==> config.mk <==
export PLATFORM = sky130hd
export DESIGN_NAME = shift_arbiter
export DESIGN_NICKNAME = d
export VERILOG_FILES = /design/src/rtl/shift_arbiter.sv
export SDC_FILE = /design/constraint.sdc
export NUM_CORES = 1
export LEC_CHECK = 0
export BUFFER_PORTS_ARGS = -buffer_cell sky130_fd_sc_hd__clkbuf_2
export CELL_PAD_IN_SITES_DETAIL_PLACEMENT = 0
export CELL_PAD_IN_SITES_GLOBAL_PLACEMENT = 1
export CORE_MARGIN = 4
export CORE_UTILIZATION = 47
export CTS_CLUSTER_SIZE = 14
export DETAILED_ROUTE_END_ITERATION = 8
export PLACE_DENSITY_LB_ADDON = 0.1
export SYNTH_ARGS = -nofsm -noshare
export SYNTH_HDL_FRONTEND = slang
export SYNTH_SLANG_ARGS = --single-unit
==> constraint.sdc <==
create_clock -name iClk -period 4.9 [get_ports iClk]
set_input_delay 0.245 -clock iClk [delete_from_list [all_inputs] [get_ports iClk]]
set_output_delay 0.245 -clock iClk [all_outputs]
set_load 0.03 [all_outputs]
==> src/rtl/shift_arbiter.sv <==
// Round-robin arbiter sharing one 32-bit barrel shifter (SLL/SRL/SRA) between
// two requesters, each returning results through its own registered slot.
module shift_arbiter #(
  parameter int TAG_W = 4,
  parameter int CNT_W = 16
) (
  input  logic             iClk,
  input  logic             inRst,

  input  logic             iA_Valid,
  output logic             oA_Ready,
  input  logic [31:0]      iA_D,
  input  logic [4:0]       iA_Shamt,
  input  logic             iA_RightnLeft,
  input  logic             iA_ArithnLogic,
  input  logic [TAG_W-1:0] iA_Tag,
  output logic             oA_ResValid,
  input  logic             iA_ResReady,
  output logic [31:0]      oA_ResD,
  output logic [TAG_W-1:0] oA_ResTag,
  output logic [CNT_W-1:0] oA_GntCnt,

  input  logic             iB_Valid,
  output logic             oB_Ready,
  input  logic [31:0]      iB_D,
  input  logic [4:0]       iB_Shamt,
  input  logic             iB_RightnLeft,
  input  logic             iB_ArithnLogic,
  input  logic [TAG_W-1:0] iB_Tag,
  output logic             oB_ResValid,
  input  logic             iB_ResReady,
  output logic [31:0]      oB_ResD,
  output logic [TAG_W-1:0] oB_ResTag,
  output logic [CNT_W-1:0] oB_GntCnt
);

  localparam logic LAST_A = 1'b0;
  localparam logic LAST_B = 1'b1;

  localparam logic [CNT_W-1:0] CNT_MAX = {CNT_W{1'b1}};
  localparam logic [CNT_W-1:0] CNT_ONE = {{(CNT_W-1){1'b0}}, 1'b1};

  // Single shared shift unit; arithmetic only matters for right shifts.
  function automatic logic [31:0] barrel_shift(
    input logic [31:0] d,
    input logic [4:0]  shamt,
    input logic        right,
    input logic        arith
  );
    logic [31:0] res;
    if (right) begin
      if (arith) begin
        res = $signed(d) >>> shamt;
      end else begin
        res = d >> shamt;
      end
    end else begin
      res = d << shamt;
    end
    return res;
  endfunction

  logic             last_grant_r;
  logic             res_valid_a_r;
  logic [31:0]      res_d_a_r;
  logic [TAG_W-1:0] res_tag_a_r;
  logic [CNT_W-1:0] gnt_cnt_a_r;
  logic             res_valid_b_r;
  logic [31:0]      res_d_b_r;
  logic [TAG_W-1:0] res_tag_b_r;
  logic [CNT_W-1:0] gnt_cnt_b_r;

  logic             slot_free_a_s;
  logic             slot_free_b_s;
  logic             elig_a_s;
  logic             elig_b_s;
  logic             grant_a_s;
  logic             grant_b_s;
  logic [31:0]      op_d_s;
  logic [4:0]       op_shamt_s;
  logic             op_right_s;
  logic             op_arith_s;
  logic [TAG_W-1:0] op_tag_s;
  logic [31:0]      shift_res_s;

  // A slot being drained this cycle counts as free so it can be refilled without a bubble.
  assign slot_free_a_s = !res_valid_a_r || iA_ResReady;
  assign slot_free_b_s = !res_valid_b_r || iB_ResReady;
  assign elig_a_s      = iA_Valid && slot_free_a_s;
  assign elig_b_s      = iB_Valid && slot_free_b_s;

  // Round-robin grant: on contention the requester not granted last wins.
  always_comb begin
    grant_a_s = 1'b0;
    grant_b_s = 1'b0;
    if (!inRst) begin
      grant_a_s = 1'b0;
      grant_b_s = 1'b0;
    end else if (elig_a_s && elig_b_s) begin
      grant_a_s = (last_grant_r == LAST_B);
      grant_b_s = (last_grant_r == LAST_A);
    end else begin
      grant_a_s = elig_a_s;
      grant_b_s = elig_b_s;
    end
  end

  // Operand mux in front of the shared shifter, steered by the grant.
  always_comb begin
    op_d_s     = iA_D;
    op_shamt_s = iA_Shamt;
    op_right_s = iA_RightnLeft;
    op_arith_s = iA_ArithnLogic;
    op_tag_s   = iA_Tag;
    if (grant_b_s) begin
      op_d_s     = iB_D;
      op_shamt_s = iB_Shamt;
      op_right_s = iB_RightnLeft;
      op_arith_s = iB_ArithnLogic;
      op_tag_s   = iB_Tag;
    end else begin
      op_d_s     = iA_D;
      op_shamt_s = iA_Shamt;
      op_right_s = iA_RightnLeft;
      op_arith_s = iA_ArithnLogic;
      op_tag_s   = iA_Tag;
    end
  end

  assign shift_res_s = barrel_shift(op_d_s, op_shamt_s, op_right_s, op_arith_s);

  // Round-robin pointer; holds across idle cycles so fairness survives gaps.
  always_ff @(posedge iClk) begin
    if (!inRst) begin
      last_grant_r <= LAST_B;
    end else if (grant_a_s) begin
      last_grant_r <= LAST_A;
    end else if (grant_b_s) begin
      last_grant_r <= LAST_B;
    end else begin
      last_grant_r <= last_grant_r;
    end
  end

  // Requester A result slot: load on grant, otherwise clear valid on drain.
  always_ff @(posedge iClk) begin
    if (!inRst) begin
      res_valid_a_r <= 1'b0;
      res_d_a_r     <= 32'h0000_0000;
      res_tag_a_r   <= {TAG_W{1'b0}};
    end else if (grant_a_s) begin
      res_valid_a_r <= 1'b1;
      res_d_a_r     <= shift_res_s;
      res_tag_a_r   <= op_tag_s;
    end else if (res_valid_a_r && iA_ResReady) begin
      res_valid_a_r <= 1'b0;
    end else begin
      res_valid_a_r <= res_valid_a_r;
    end
  end

  // Requester B result slot: load on grant, otherwise clear valid on drain.
  always_ff @(posedge iClk) begin
    if (!inRst) begin
      res_valid_b_r <= 1'b0;
      res_d_b_r     <= 32'h0000_0000;
      res_tag_b_r   <= {TAG_W{1'b0}};
    end else if (grant_b_s) begin
      res_valid_b_r <= 1'b1;
      res_d_b_r     <= shift_res_s;
      res_tag_b_r   <= op_tag_s;
    end else if (res_valid_b_r && iB_ResReady) begin
      res_valid_b_r <= 1'b0;
    end else begin
      res_valid_b_r <= res_valid_b_r;
    end
  end

  // Saturating grant counters; they stick at all-ones instead of wrapping.
  always_ff @(posedge iClk) begin
    if (!inRst) begin
      gnt_cnt_a_r <= {CNT_W{1'b0}};
      gnt_cnt_b_r <= {CNT_W{1'b0}};
    end else begin
      if (grant_a_s && (gnt_cnt_a_r != CNT_MAX)) begin
        gnt_cnt_a_r <= gnt_cnt_a_r + CNT_ONE;
      end else begin
        gnt_cnt_a_r <= gnt_cnt_a_r;
      end
      if (grant_b_s && (gnt_cnt_b_r != CNT_MAX)) begin
        gnt_cnt_b_r <= gnt_cnt_b_r + CNT_ONE;
      end else begin
        gnt_cnt_b_r <= gnt_cnt_b_r;
      end
    end
  end

  assign oA_Ready    = grant_a_s;
  assign oB_Ready    = grant_b_s;
  assign oA_ResValid = res_valid_a_r;
  assign oA_ResD     = res_d_a_r;
  assign oA_ResTag   = res_tag_a_r;
  assign oA_GntCnt   = gnt_cnt_a_r;
  assign oB_ResValid = res_valid_b_r;
  assign oB_ResD     = res_d_b_r;
  assign oB_ResTag   = res_tag_b_r;
  assign oB_GntCnt   = gnt_cnt_b_r;

endmodule

==> impl_metrics.csv, run 1 <==
group,metric,value,unit
die,die_y,167.6,microns
placement,post-dp-hpwl,38.81,mm
worst_hold_path,hp-start,"iA_Tag[2]",
yosys,synth_cell_types,71,
route,drc,0,
finish,nets,1585,
route,drt_iter0_drc,1476,
setup_path,critical_path.max_stage_delay,640,ps
setup_path,cp_slowest_cell,"a211o_4",
setup_path,cp_max_fo,52,
sta,hold_viol,0,
sta,worst_slack,1066,ps
clock_network,cts.reportedPaths.clkPinSlew,80,ps
finish,n_fill_cell,2479,
route,final_antenna_net_count,0,
finish,layout_commonest_cell,"clkbuf_2",
placement,placed_cell_area,0.01290,sq mm
yosys,avgSynthCellArea,8.525,sq um
die,fp.dieW,167.6,microns
finish,antenna_cells,0,
power_and_ir_drop,swShare,43.42,%
yosys,yosysSeqAreaShare,17.90,%
global_route,grt_max_degree,73,
die,coreArea,0.02511,sq mm
yosys,ys_warn_count,0,
clock_network,htree_levels,3,
power_and_ir_drop,internal-power,1.789,mW
yosys,dominantRegCellSynth,"dfxtp_1",
sta,fin_crit_sh,78.24,%
clock_network,cts.sinks,107,
finish,design_area,0.01319,sq mm
global_route,grt_pass1_vias,11490,
finish,stdcell_count,1826,
clock_network,clockBufferDepth,2,
die,start_util,47.67,%
setup_path,crit_end,"oA_ResD[31]$_SDFFE_PN0P_",
yosys,synthCells,1404,
placement,gp_congestion,1.038,
route,wire_per_inst,27.52,microns
power_and_ir_drop,ir_worst_vdd,0.0002102,V
clock_network,cts_buffers,9,
sta,tightest_slew,1094,ps
setup_path,path_cells,"nor2b_1 > a211o_4 > inv_4 > buf_12 > and3_1 > a211oi_1 > a21oi_1 > a211oi_1 > o21ai_1 > a21o_1",
yosys,synth_edf_count,0,
sta,maxSlewViolCount,0,
sta,setup_viol,0,
clock_network,cts_tree,"yes",
setup_path,crit_buf_inv,2,
job,drv_cap,0,
power_and_ir_drop,pwr-share-clk,22.6,%
finish,areaGrowthSynthToFinish,10.18,%
global_route,grt_use_total,34.34,%
clock_network,cts-root-buf,"clkbuf_16",
status,status,"complete, no violations",
global_route,grt_pass1_wl,75.54,mm
clock_network,cts_hold_buf,0,
global_route,grt-ovfl-total,0,
power_and_ir_drop,pwr_density_cell,239.8,mW/mm^2
power_and_ir_drop,seqPwrFrac,30.5,%
die,ios,200,
sta,relSlewSlack,26.12,%
route,routed_wl,50.26,mm
route,via_per_inst,6.800,
yosys,yosys-top-cells-area,"mux4_2 (20%), dfxtp_1 (18%), mux2i_1 (11%)",
worst_hold_path,hold_path_class,"input port to register",
setup_path,start_kind,"register",
setup_path,crit_start,"oB_ResValid$_SDFFE_PN0P_",
setup_path,endpoint_kind,"register",
sta,finClkSkew,10.06,ps
clock_network,insertion_delay,340,ps
setup_path,cp_top_family,"compound AO/OA/AOI/OAI gates",
yosys,synth_top_cell_area_share,19.95,%
sta,whs,117.5,ps
setup_path,rr_worst_depth,10,
power_and_ir_drop,p_total,3.162,mW
setup_path,crit_top_cell,"a211oi_1",
power_and_ir_drop,p_sw,1.373,mW
route,first_pass_iters,6,
finish,layout-drive-gt1-share,27.81,%
setup_path,r2r_start,"oB_ResValid$_SDFFE_PN0P_",
yosys,ys_ff_latch,107,
setup_path,r2r_end,"oA_ResD[31]$_SDFFE_PN0P_",
sta,period_needed,3834,ps
global_route,antenna_found_initial,0,
setup_path,cp.required,5130,ps
setup_path,worst-setup-path-type,"register to register",
setup_path,cp.arrival,4070,ps
finish,final_core_util,52.52,%
route,vias,12420,
placement,port_buffers,199,
sta,tns,0,ps
placement,dp_slack,1024,ps
placement,dp_cells,1810,
sta,max_freq,260.9,MHz
clock_network,cts_resized,0,
yosys,ys_async_sr_fraction,0,%
power_and_ir_drop,combinationalPowerShare,46.9,%
power_and_ir_drop,p_leak,5.266,nW
yosys,synth_area,0.01197,sq mm
setup_path,rrSetupSlack,1070,ps
finish,layout_common_cells,"clkbuf_2 (195), nor2_1 (159), mux2i_1 (127)",
sta,grt_setup_unrepaired,"no",
clock_network,postCtsSetupBuffers,0,
die,die_area,0.02808,sq mm
yosys,synth_top_area_cell,"mux4_2",
die,std_cell_rows,58,
yosys,syn-num-nets,1498,
setup_path,worst-path-stages,10,
==> cell usage after synthesis (all sizes together), types with 9 or more instances <==
master and number:
dfxtp 107, clkbuf 59, xnor2 14, a221o 12
nand2 124, a211oi 24, nor3 47, o31ai 12
a21oi 70, nor2b 13, a31oi 13, mux2 48
o211ai 15, buf 90, o21ai 92, or3 9
and3 14, o22ai 16, a221oi 11, nor2 161
a22oi 12, a22o 13, mux2i 132, mux4 106
xor2 10, inv 12, nand2b 12, nand3 58
==> routing by layer <==
layer	routed length [microns]	share of wire, %	GRT usage, %
met1	20640	41	48.60
met2	22740	45	53.76
met3	5033	10	5.949
met4	1844	3.7	10.83
met5	0	0	0
==> cell families (layout without fill, tap and decap cells) <==
logic type,after synthesis,in the layout,share of synthesized area [%]
AO/OA/AOI/OAI,347,347,19.42
XOR/XNOR,24,24,1.756
adder cells (fa/ha/maj),2,2,0.2090
buffers and inverters,163,255,6.899
flip-flops,107,107,17.90
multiplexers,286,286,35.74
AND/OR/NAND/NOR,475,475,18.07
==> worst reg2reg max path, delay by kind of cell, from the launching register on <==
family	cells	cell delay, ps
AO/OA/AOI/OAI	6	2170
buffers and inverters	2	740
flip-flops	1	350
AND/OR/NAND/NOR	2	490
==> power by group through the flow <==
stage | registers, mW | logic, mW | clock network, mW
after floorplan | 1.09 | 0.853 | 0
after global placement | 0.983 | 1.44 | 0
after detailed placement | 0.984 | 1.44 | 0
after CTS | 0.964 | 1.44 | 0.728
after global routing | 0.971 | 1.55 | 0.762
final | 0.965 | 1.48 | 0.715
==> cell type report <==
type / instances / area, sq um / area share, %
Clock buffer: 9 / 225.2 / 1.708
Clock inverter: 7 / 63.81 / 0.4839
Inverter: 14 / 55.05 / 0.4175
Multi-Input combinational cell: 1134 / 9050 / 68.62
Sequential cell: 107 / 2142 / 16.24
Tap cell: 330 / 412.9 / 3.131
Timing Repair Buffer: 225 / 1239 / 9.393
==> state kept, by name, summed over array words and instances, names as in the netlist <==
name and count:
oA_GntCnt 16, oB_ResD 32, oA_ResD 32, last_grant_r 1
oA_ResValid 1, oB_ResValid 1, oB_GntCnt 16, oB_ResTag 4
oA_ResTag 4
==> how the worst min path moves through the flow <==
stage	cells after the start	slack [ps]	endpoint
final	3	120	oA_ResTag[2]$_SDFFE_PN0P_
after global routing	3	120	oA_ResTag[2]$_SDFFE_PN0P_
after CTS	3	110	oA_ResTag[2]$_SDFFE_PN0P_
after detailed placement	2	440	oB_ResD[17]$_SDFFE_PN0N_
after global placement	2	430	oB_ResD[17]$_SDFFE_PN0N_
after floorplan	2	370	oA_ResTag[2]$_SDFFE_PN0P_
No activity file was read; power rests on OpenSTA's default activity.
==> run 2: changes to the inputs <==
Settings changed: CORE_UTILIZATION 47 to 44.
Clock period 4.9 ns to 3.9 ns, I/O delays scaled along.
==> run 2 against run 1 <==
  * Clock skew decreased by 2.5 ps
  * Non-clock buffer count up 36
  * Worst hold slack got worse by 62 ps
  * Critical endpoint is now oB_ResD[29]$_SDFFE_PN0N_
  * Register-to-register slack got worse by 650 ps
  * Maximum frequency increased by 10%
  * Via count up 1.3%
  * Core utilization fell by 2.2 points
==> impl_metrics.csv, run 2 (synthesis gave the netlist of run 1 again) <==
group,metric,value,unit
placement,post-dp-hpwl,40.32,mm
worst_hold_path,hold_path_class,"input port to register",
sta,hold_viol,0,
die,ios,200,
global_route,grt_max_degree,51,
finish,final_core_util,50.36,%
global_route,grt_pass1_vias,11890,
job,drv_cap,0,
clock_network,clockBufferDepth,2,
setup_path,rrSetupSlack,420,ps
finish,layout_commonest_cell,"clkbuf_2",
finish,nets,1621,
sta,fin_crit_sh,89.32,%
setup_path,cp_max_fo,37,
clock_network,cts_hold_buf,0,
clock_network,cts-root-buf,"clkbuf_16",
finish,layout_common_cells,"clkbuf_2 (195), nor2_1 (159), mux2i_1 (127)",
clock_network,cts_tree,"yes",
finish,stdcell_count,1874,
placement,gp_congestion,1.008,
power_and_ir_drop,ir_worst_vdd,0.0002031,V
placement,port_buffers,199,
setup_path,cp.required,4110,ps
finish,areaGrowthSynthToFinish,13.09,%
global_route,antenna_found_initial,1,
setup_path,cp.arrival,3700,ps
route,routed_wl,51.39,mm
setup_path,endpoint_kind,"register",
sta,tightest_slew,902.2,ps
finish,layout-drive-gt1-share,29.50,%
route,vias,12580,
die,fp.dieW,172.9,microns
sta,maxSlewViolCount,0,
clock_network,cts.reportedPaths.clkPinSlew,70,ps
clock_network,cts.sinks,107,
die,coreArea,0.02688,sq mm
die,die_y,172.9,microns
sta,grt_setup_unrepaired,"no",
die,die_area,0.02990,sq mm
route,via_per_inst,6.711,
global_route,grt_use_total,32.92,%
clock_network,cts_buffers,9,
placement,dp_cells,1857,
route,first_pass_iters,6,
route,wire_per_inst,27.42,microns
global_route,grt_pass1_wl,76.90,mm
clock_network,insertion_delay,350,ps
global_route,grt-ovfl-total,0,
status,status,"complete, no violations",
sta,finClkSkew,7.583,ps
die,start_util,44.53,%
power_and_ir_drop,pwr_density_cell,300.8,mW/mm^2
route,final_antenna_net_count,0,
setup_path,start_kind,"register",
route,drt_iter0_drc,1267,
finish,n_fill_cell,2727,
die,std_cell_rows,60,
sta,period_needed,3484,ps
power_and_ir_drop,p_leak,5.470,nW
route,drc,0,
clock_network,postCtsSetupBuffers,0,
sta,relSlewSlack,38.13,%
clock_network,htree_levels,3,
clock_network,cts_resized,0,
sta,setup_viol,0,
setup_path,worst-setup-path-type,"register to register",
sta,max_freq,287.1,MHz
sta,tns,0,ps
-- run 2: changes by cell type in the layout (fill, tap and decap cells not counted), sizes merged --
cell / change
clkinvlp: -2
bufinv: +1
buf: +36
clkinv: +1
diode: +1
-- run 2: worst paths after layout --
| check | from | cells past startpoint | to |
|---|---|---|---|
| worst min register to register | oB_ResD[12]$_SDFFE_PN0N_ | 2 | oB_ResD[12]$_SDFFE_PN0N_ |
| worst min-delay path | iA_Tag[2] | 3 | oA_ResTag[2]$_SDFFE_PN0P_ |
| worst max register to register | last_grant_r$_SDFFE_PN1P_ | 10 | oB_ResD[29]$_SDFFE_PN0N_ |
| worst max-delay path | last_grant_r$_SDFFE_PN1P_ | 10 | oB_ResD[29]$_SDFFE_PN0N_ |
-- run 2: where the power goes --
| group | internal [mW] | switching, mW | total [mW] | leakage [nW] |
|---|---|---|---|---|
| clock | 0.511 | 0.442 | 0.953 | 0.151 |
| combinational | 0.676 | 1.23 | 1.90 | 4.45 |
| sequential | 1.17 | 0.0506 | 1.22 | 0.872 |
| total | 2.35 | 1.72 | 4.07 | 5.47 |
-- run 2: stage by stage --
stage          cell area (sq um)  total power, mW  setup slack [ps]  hold slack (ps)
2_1_floorplan              11970            2.440              1256            318.0
3_3_place_gp               13220            3.100             507.8            408.5
3_5_place_dp               13220            3.098             504.8            409.5
4_1_cts                    13530            4.052             524.8            46.73
5_1_grt                    13540            4.244             277.7            80.65
6_report                   13540            4.071             416.4            55.15
-- run 2: critical path, cell delays in order (launching register included) --
cell and delay (ps):
dfxtp_1 420, and2_1 230, a211o_4 390, buf_12 290, buf_4 360, mux2i_1 170, nor2b_1 160, a311oi_1 580
o22ai_1 260, nor2_1 330, o21ai_0 130
-- run 2: per-layer routing --
| layer | wire length (microns) | track usage [%] |
|---|---|---|
| met4 | 2378 | 13.44 |
| met2 | 23400 | 52.21 |
| met3 | 4602 | 6.777 |
| met1 | 21010 | 44.16 |
| met5 | 0 | 0 |
-- run 2: final cells by class --
class	count	area, sq um	area share (%)
antenna	1	2.502	0.01849
clock buffer	9	225.2	1.664
clock inverter	7	87.58	0.6471
inverter	14	55.05	0.4067
multi-input combinational	1134	9050	66.86
sequential	107	2142	15.83
tap	341	426.7	3.152
timing repair buffer	261	1546	11.43
